### config.mk
export PLATFORM = sky130hd
export DESIGN_NAME = hazard_pipeline_tracker_flat
export DESIGN_NICKNAME = d
export VERILOG_FILES = /design/src/rtl/hazard_pipeline_tracker_pkg.sv /design/src/rtl/hazard_pipeline_tracker_if.sv /design/src/rtl/hazard_pipeline_tracker_stage_reg.sv /design/src/rtl/hazard_pipeline_tracker.sv /design/src/flat_wrapper.sv
export SDC_FILE = /design/constraint.sdc
export NUM_CORES = 1
export LEC_CHECK = 0
export BUFFER_PORTS_ARGS = -buffer_cell sky130_fd_sc_hd__buf_2
export CAP_MARGIN = 20
export CORE_UTILIZATION = 50
export CTS_CLUSTER_SIZE = 8
export DETAILED_ROUTE_END_ITERATION = 8
export PLACE_DENSITY = 0.77
export SLEW_MARGIN = 25
export SYNTH_ARGS = -nofsm -noshare
export SYNTH_HDL_FRONTEND = slang
export SYNTH_HIERARCHICAL = 1
export SYNTH_SLANG_ARGS = --single-unit
### constraint.sdc
create_clock -name clk -period 2.3 [get_ports clk]
set_input_delay 0.115 -clock clk [delete_from_list [all_inputs] [get_ports clk]]
set_output_delay 0.115 -clock clk [all_outputs]
set_load 0.01 [all_outputs]
### src/rtl/hazard_pipeline_tracker_pkg.sv
`default_nettype none
// ============================================================================
// Module      : hazard_pkg
// Description : Shared types and constants for the hazard pipeline tracker.
//               Holds the per-stage shadow record and the stall watchdog
//               state encoding.
// Revision    : 1.0 - initial release
// ============================================================================
package hazard_pkg;

   localparam int          REG_W    = 5;
   localparam logic [4:0]  REG_ZERO = 5'd0;

   // Stall watchdog states
   typedef enum logic [1:0] {
      WD_RUN   = 2'd0,
      WD_STALL = 2'd1,
      WD_ERROR = 2'd2
   } wd_state_t;

   // Shadow record carried by each of the EX/MEM/WB stages
   typedef struct packed {
      logic [REG_W-1:0] rd;
      logic             rf_en;
      logic             load;
   } stage_info_t;

   // Record representing an empty slot (NOP)
   localparam stage_info_t STAGE_NOP = '{rd: REG_ZERO, rf_en: 1'b0, load: 1'b0};

endpackage : hazard_pkg
`default_nettype wire

### src/rtl/hazard_pipeline_tracker_if.sv
`default_nettype none
// ============================================================================
// Module      : hazard_pipeline_tracker_if
// Description : Bundle of ID-stage decode fields, bubble/flush requests and
//               the per-stage outputs consumed by the hazard unit.
//               Optional macro HAZARD_STALL_STATS_EN adds stall_cycles.
// Revision    : 1.0 - initial release
// ============================================================================
interface hazard_pipeline_tracker_if
   import hazard_pkg::*;
#(
`ifdef HAZARD_STALL_STATS_EN
   parameter int STALL_CNT_W = 16
`endif
);

   // ID-stage side (driven by the decoder / hazard unit)
   logic [REG_W-1:0] ID_rd;
   logic             ID_rf_enable;
   logic             ID_load_instr;
   logic             CU_S;
   logic             ID_flush;

   // Stage shadow outputs (driven by the tracker)
   logic [REG_W-1:0] EX_RD;
   logic [REG_W-1:0] MEM_RD;
   logic [REG_W-1:0] WB_RD;
   logic             EX_Register_File_Enable;
   logic             MEM_Register_File_Enable;
   logic             WB_Register_File_Enable;
   logic             EX_load_instr;
   logic             MEM_load_instr;
   logic             hazard_error;
`ifdef HAZARD_STALL_STATS_EN
   logic [STALL_CNT_W-1:0] stall_cycles;
`endif

`ifdef HAZARD_STALL_STATS_EN
   modport master (
      output ID_rd, ID_rf_enable, ID_load_instr, CU_S, ID_flush,
      input  EX_RD, MEM_RD, WB_RD,
      input  EX_Register_File_Enable, MEM_Register_File_Enable, WB_Register_File_Enable,
      input  EX_load_instr, MEM_load_instr, hazard_error, stall_cycles
   );
   modport slave (
      input  ID_rd, ID_rf_enable, ID_load_instr, CU_S, ID_flush,
      output EX_RD, MEM_RD, WB_RD,
      output EX_Register_File_Enable, MEM_Register_File_Enable, WB_Register_File_Enable,
      output EX_load_instr, MEM_load_instr, hazard_error, stall_cycles
   );
`else
   modport master (
      output ID_rd, ID_rf_enable, ID_load_instr, CU_S, ID_flush,
      input  EX_RD, MEM_RD, WB_RD,
      input  EX_Register_File_Enable, MEM_Register_File_Enable, WB_Register_File_Enable,
      input  EX_load_instr, MEM_load_instr, hazard_error
   );
   modport slave (
      input  ID_rd, ID_rf_enable, ID_load_instr, CU_S, ID_flush,
      output EX_RD, MEM_RD, WB_RD,
      output EX_Register_File_Enable, MEM_Register_File_Enable, WB_Register_File_Enable,
      output EX_load_instr, MEM_load_instr, hazard_error
   );
`endif

endinterface : hazard_pipeline_tracker_if
`default_nettype wire

### src/rtl/hazard_pipeline_tracker_stage_reg.sv
`default_nettype none
// ============================================================================
// Module      : hazard_stage_reg
// Description : One pipeline shadow stage. Captures the upstream record each
//               cycle, or an empty record when a bubble is requested.
// Revision    : 1.0 - initial release
// ============================================================================
module hazard_stage_reg
   import hazard_pkg::*;
(
   input  wire logic  clk,
   input  wire logic  rst_n,
   input  wire logic  i_bubble,
   input  stage_info_t i_d,
   output stage_info_t o_q
);

   stage_info_t r_q;

   // Stage register: always advances, bubble replaces the incoming record
   always_ff @(posedge clk or negedge rst_n) begin
      if (!rst_n) begin
         r_q <= STAGE_NOP;
      end else if (i_bubble) begin
         r_q <= STAGE_NOP;
      end else begin
         r_q <= i_d;
      end
   end

   assign o_q = r_q;

endmodule : hazard_stage_reg
`default_nettype wire

### src/rtl/hazard_pipeline_tracker.sv
`default_nettype none
// ============================================================================
// Module      : hazard_pipeline_tracker
// Description : Shifts ID-stage destination/write-enable/load information
//               through EX, MEM and WB shadow stages for the hazard and
//               forwarding unit, and runs a watchdog that raises a sticky
//               error when CU_S stays high longer than MAX_STALL_CYCLES.
//               Optional macro HAZARD_STALL_STATS_EN adds a saturating
//               count of CU_S-high cycles on stall_cycles.
// Revision    : 1.0 - initial release
// ============================================================================
module hazard_pipeline_tracker
   import hazard_pkg::*;
#(
   parameter int MAX_STALL_CYCLES = 4
`ifdef HAZARD_STALL_STATS_EN
   , parameter int STALL_CNT_W = 16
`endif
)(
   input wire logic                 clk,
   input wire logic                 rst_n,
   hazard_pipeline_tracker_if.slave bus
);

   // A run of CU_S cycles becomes an error once its length reaches this
   // value; nine bits so that MAX_STALL_CYCLES = 255 still fits.
   localparam logic [8:0] c_STALL_LIMIT = 9'(MAX_STALL_CYCLES + 1);

   // ------------------------------------------------------------------
   // ID decode into a stage record with r0 masking
   // ------------------------------------------------------------------
   logic        w_bubble;
   logic        w_rd_nonzero;
   stage_info_t w_id_info;
   stage_info_t w_ex;
   stage_info_t w_mem;
   stage_info_t w_wb;
   logic        w_unused_wb_load;

   assign w_bubble     = bus.CU_S | bus.ID_flush;
   assign w_rd_nonzero = (bus.ID_rd != REG_ZERO);

   // Writes to r0 are never real, so they must not look like producers
   assign w_id_info.rd    = w_rd_nonzero ? bus.ID_rd : REG_ZERO;
   assign w_id_info.rf_en = bus.ID_rf_enable & w_rd_nonzero;
   assign w_id_info.load  = bus.ID_load_instr & bus.ID_rf_enable & w_rd_nonzero;

   hazard_stage_reg u_ex_stage (
      .clk      (clk),
      .rst_n    (rst_n),
      .i_bubble (w_bubble),
      .i_d      (w_id_info),
      .o_q      (w_ex)
   );

   hazard_stage_reg u_mem_stage (
      .clk      (clk),
      .rst_n    (rst_n),
      .i_bubble (1'b0),
      .i_d      (w_ex),
      .o_q      (w_mem)
   );

   hazard_stage_reg u_wb_stage (
      .clk      (clk),
      .rst_n    (rst_n),
      .i_bubble (1'b0),
      .i_d      (w_mem),
      .o_q      (w_wb)
   );

   // The hazard unit has no use for the WB load flag
   assign w_unused_wb_load = w_wb.load;

   assign bus.EX_RD                    = w_ex.rd;
   assign bus.MEM_RD                   = w_mem.rd;
   assign bus.WB_RD                    = w_wb.rd;
   assign bus.EX_Register_File_Enable  = w_ex.rf_en;
   assign bus.MEM_Register_File_Enable = w_mem.rf_en;
   assign bus.WB_Register_File_Enable  = w_wb.rf_en;
   assign bus.EX_load_instr            = w_ex.load;
   assign bus.MEM_load_instr           = w_mem.load;

   // ------------------------------------------------------------------
   // Stall watchdog
   // ------------------------------------------------------------------
   wd_state_t   r_wd_state;
   wd_state_t   w_wd_state_nxt;
   logic [7:0]  r_stall_run;
   logic [7:0]  w_stall_run_nxt;
   logic [8:0]  w_stall_run_inc;

   assign w_stall_run_inc = {1'b0, r_stall_run} + 9'd1;

   // Watchdog state and consecutive-stall counter registers
   always_ff @(posedge clk or negedge rst_n) begin
      if (!rst_n) begin
         r_wd_state  <= WD_RUN;
         r_stall_run <= 8'd0;
      end else begin
         r_wd_state  <= w_wd_state_nxt;
         r_stall_run <= w_stall_run_nxt;
      end
   end

   // Watchdog next-state: count consecutive CU_S cycles, trap on overrun
   always_comb begin
      w_wd_state_nxt  = r_wd_state;
      w_stall_run_nxt = r_stall_run;
      case (r_wd_state)
         WD_RUN: begin
            if (bus.CU_S) begin
               w_wd_state_nxt  = WD_STALL;
               w_stall_run_nxt = 8'd1;
            end
         end
         WD_STALL: begin
            if (!bus.CU_S) begin
               w_wd_state_nxt  = WD_RUN;
               w_stall_run_nxt = 8'd0;
            end else begin
               w_stall_run_nxt = w_stall_run_inc[7:0];
               if (w_stall_run_inc == c_STALL_LIMIT) begin
                  w_wd_state_nxt = WD_ERROR;
               end
            end
         end
         WD_ERROR: begin
            w_wd_state_nxt = WD_ERROR;
         end
         default: begin
            w_wd_state_nxt  = WD_RUN;
            w_stall_run_nxt = 8'd0;
         end
      endcase
   end

   assign bus.hazard_error = (r_wd_state == WD_ERROR);

`ifdef HAZARD_STALL_STATS_EN
   // ------------------------------------------------------------------
   // Saturating total of CU_S-high cycles since reset
   // ------------------------------------------------------------------
   logic [STALL_CNT_W-1:0] r_stall_cycles;

   // Count every stalled cycle, holding at all-ones
   always_ff @(posedge clk or negedge rst_n) begin
      if (!rst_n) begin
         r_stall_cycles <= '0;
      end else if (bus.CU_S && (r_stall_cycles != {STALL_CNT_W{1'b1}})) begin
         r_stall_cycles <= r_stall_cycles + 1'b1;
      end
   end

   assign bus.stall_cycles = r_stall_cycles;
`endif

endmodule : hazard_pipeline_tracker
`default_nettype wire

### src/flat_wrapper.sv
// flat-port wrapper written by rule: the top's interface ports become plain ports
module hazard_pipeline_tracker_flat import hazard_pkg::*;
#(
   parameter int MAX_STALL_CYCLES = 4

)
  (clk, rst_n, bus_ID_rd, bus_ID_rf_enable, bus_ID_load_instr, bus_CU_S, bus_ID_flush, bus_EX_RD, bus_MEM_RD, bus_WB_RD, bus_EX_Register_File_Enable, bus_MEM_Register_File_Enable, bus_WB_Register_File_Enable, bus_EX_load_instr, bus_MEM_load_instr, bus_hazard_error);
  hazard_pipeline_tracker_if bus_i ();
  input wire logic clk;
  input wire logic rst_n;
  input wire logic [$bits(bus_i.ID_rd)-1:0] bus_ID_rd;
  input wire logic [$bits(bus_i.ID_rf_enable)-1:0] bus_ID_rf_enable;
  input wire logic [$bits(bus_i.ID_load_instr)-1:0] bus_ID_load_instr;
  input wire logic [$bits(bus_i.CU_S)-1:0] bus_CU_S;
  input wire logic [$bits(bus_i.ID_flush)-1:0] bus_ID_flush;
  output wire logic [$bits(bus_i.EX_RD)-1:0] bus_EX_RD;
  output wire logic [$bits(bus_i.MEM_RD)-1:0] bus_MEM_RD;
  output wire logic [$bits(bus_i.WB_RD)-1:0] bus_WB_RD;
  output wire logic [$bits(bus_i.EX_Register_File_Enable)-1:0] bus_EX_Register_File_Enable;
  output wire logic [$bits(bus_i.MEM_Register_File_Enable)-1:0] bus_MEM_Register_File_Enable;
  output wire logic [$bits(bus_i.WB_Register_File_Enable)-1:0] bus_WB_Register_File_Enable;
  output wire logic [$bits(bus_i.EX_load_instr)-1:0] bus_EX_load_instr;
  output wire logic [$bits(bus_i.MEM_load_instr)-1:0] bus_MEM_load_instr;
  output wire logic [$bits(bus_i.hazard_error)-1:0] bus_hazard_error;
  assign bus_i.ID_rd = bus_ID_rd;
  assign bus_i.ID_rf_enable = bus_ID_rf_enable;
  assign bus_i.ID_load_instr = bus_ID_load_instr;
  assign bus_i.CU_S = bus_CU_S;
  assign bus_i.ID_flush = bus_ID_flush;
  assign bus_EX_RD = bus_i.EX_RD;
  assign bus_MEM_RD = bus_i.MEM_RD;
  assign bus_WB_RD = bus_i.WB_RD;
  assign bus_EX_Register_File_Enable = bus_i.EX_Register_File_Enable;
  assign bus_MEM_Register_File_Enable = bus_i.MEM_Register_File_Enable;
  assign bus_WB_Register_File_Enable = bus_i.WB_Register_File_Enable;
  assign bus_EX_load_instr = bus_i.EX_load_instr;
  assign bus_MEM_load_instr = bus_i.MEM_load_instr;
  assign bus_hazard_error = bus_i.hazard_error;
  hazard_pipeline_tracker #(.MAX_STALL_CYCLES(MAX_STALL_CYCLES)) u_core (.clk(clk), .rst_n(rst_n), .bus(bus_i));
endmodule
==> impl_metrics.py <==
metrics = {
    "setup_path": {
        "worstSetupPathType": "reg -> reg",
        "critPathMaxFanout": 8,
        "startpoint_type": "flip-flop",
        "end_kind": "flip-flop",
        "required_ps": 2490,
        "worstPathArrival_ps": 1700,
    },
    "finish": {
        "antenna_cells": 0,
        "fin_nets": 170,
        "layout.cells.non_filler": 186,
        "fill_cells": 196,
        "syn2layout_area_growth_pct": 21.1,
        "drive_above_1_share": 0.266,
        "layout_commonest_cell": "buf_2",
        "seqCellArea_um2": 751,
        "final_cell_mix": "31 x buf_2, 30 x dfrtp_1, 21 x nor2b_1",
        "multi_input_comb_area_um2": 513,
    },
    "route": {
        "wire_per_inst_um": 11.0,
        "drt-pass1-iter-count": 4,
        "drt-initial-drc-count": 13,
        "via_count": 907,
        "viasPerCell": 4.88,
        "drt-total-wl_um": 2040,
        "drcViolationCount": 0,
        "detail-route-antenna-nets": 0,
    },
    "status": {
        "status": "complete, no violations",
    },
    "die": {
        "core-area_um2": 2300,
        "die_x_um": 52.4,
        "die_area_um2": 2750,
        "placementRows": 17,
        "io_pins": 32,
        "fp.dieH_um": 52.4,
        "start_util": 0.553,
    },
    "sta": {
        "slew_viol_final": 0,
        "rsz0062_at_grt": "false",
        "whs_ps": 21.9,
        "max_freq_mhz": 662,
        "maxSlewHeadroom": 0.573,
        "hold_violations": 0,
        "worst_pin_slew_ps": 641,
        "layout_min_cycle_time_ps": 1510,
        "final.period_utilization": 0.657,
        "tns_ps": 0,
        "setup_violations": 0,
        "clock_skew_ps": 1.91,
    },
    "global_routing": {
        "grtUsageTotal": 0.198,
        "grt_pass1_vias": 846,
        "grt_max_degree": 31,
        "grt_overflow": 0,
        "grt_pass1_wl_um": 3640,
        "antenna_found_initial": 0,
    },
    "power": {
        "p_leak_nw": 0.786,
        "power_frac_comb": 0.094,
        "clkPwrFrac": 0.325,
        "internal-power_w": 0.000733,
        "swShare": 0.249,
        "finalPower_w": 0.000976,
        "pwr-share-seq": 0.581,
        "switchingPower_w": 0.000243,
        "irDropWorstVdd_uv": 413,
        "pwr_density_cell_nw_per_um2": 634,
    },
    "hold_path": {
        "worst_hold_path_type": "in -> reg",
    },
    "clock_network": {
        "worstSkewPairLatency_ps": 320,
        "path_clk_slew_ps": 90,
        "cts_tree": "built",
        "cts_sinks": 30,
        "cts_resized": 0,
        "cts_root_buf": "clkbuf_4",
        "cts_hold_buf": 1,
        "post-cts-setup-buffers": 0,
        "numCtsBuffers": 5,
        "cts.htree.levels": 2,
        "cts.path.max_buffers": 2,
    },
    "synth": {
        "synth_cells": 114,
        "syn_area_per_cell_um2": 11.2,
        "ys_warn_count": 6,
        "syn-cell-area_um2": 1270,
    },
    "place": {
        "routabilityCongestion": 0.792,
        "dp_cells": 177,
        "hpwl_um": 1490,
        "io_buffers": 31,
    },
    "flow_run": {
        "drv_cap": 0,
    },
}
## metal layers
metal / track usage / routed length [um]
met1: 0.236 / 908
met2: 0.300 / 954
met3: 0.0870 / 128
met4: 0.105 / 48
met5: 0 / 0
## stage by stage
step / instance area (um2) / utilization / setup slack [ps]
2_1_floorplan: 1320 / - / 861
3_3_place_gp: 1470 / 0.639 / 842
3_5_place_dp: 1470 / 0.639 / 801
4_1_cts: 1540 / 0.670 / 795
5_1_grt: 1540 / 0.670 / 721
6_report: 1540 / 0.670 / 790
## flip-flops by register name (all words and copies together) (netlist names)
signal	count
u_core/r_wd_state	2
u_core/u_mem_stage/o_q	7
u_core/u_ex_stage/o_q	7
u_core/u_wb_stage/o_q	6
u_core/r_stall_run	8
## final timing paths
kind                                                from                         to  slack, ps  depth (start not counted)
worst max-delay path               u_core/r_stall_run[2]       u_core/r_wd_state[0]        790                          4
worst min-delay path                        bus_ID_rd[4]   u_core/u_ex_stage/o_q[6]         20                          2
worst max register to register     u_core/r_stall_run[2]       u_core/r_wd_state[0]        790                          4
worst min register to register  u_core/u_ex_stage/o_q[6]  u_core/u_mem_stage/o_q[6]        490                          1
max in group asynchronous                          rst_n   u_core/u_ex_stage/o_q[3]       1550                          2
min in group asynchronous                          rst_n   u_core/u_wb_stage/o_q[6]        340                          2
## critical path, stage by stage (launching register included)
cell	delay, ps
dfrtp_1	460
and3_4	230
or4_4	420
a21oi_2	170
a31oi_1	100
## power groups by stage
| stage | logic, W | registers (W) | clock network (W) |
|---|---|---|---|
| after floorplan | 0.0000605 | 0.000573 | 0 |
| after global placement | 0.0000883 | 0.000576 | 0 |
| after detailed placement | 0.0000917 | 0.000578 | 0 |
| after CTS | 0.0000935 | 0.000567 | 0.000327 |
| after global routing | 0.000106 | 0.000571 | 0.000359 |
| final | 0.0000917 | 0.000567 | 0.000318 |
## cell type report
cell class              count  area share
flip-flops and latches     30       0.488
clock inverters             1     0.00325
well taps                  28      0.0228
clock buffers               7      0.0358
multi-input cells          84       0.333
repair buffers             32       0.107
inverters                   4     0.00976
Power figures use the tool's default switching activity.
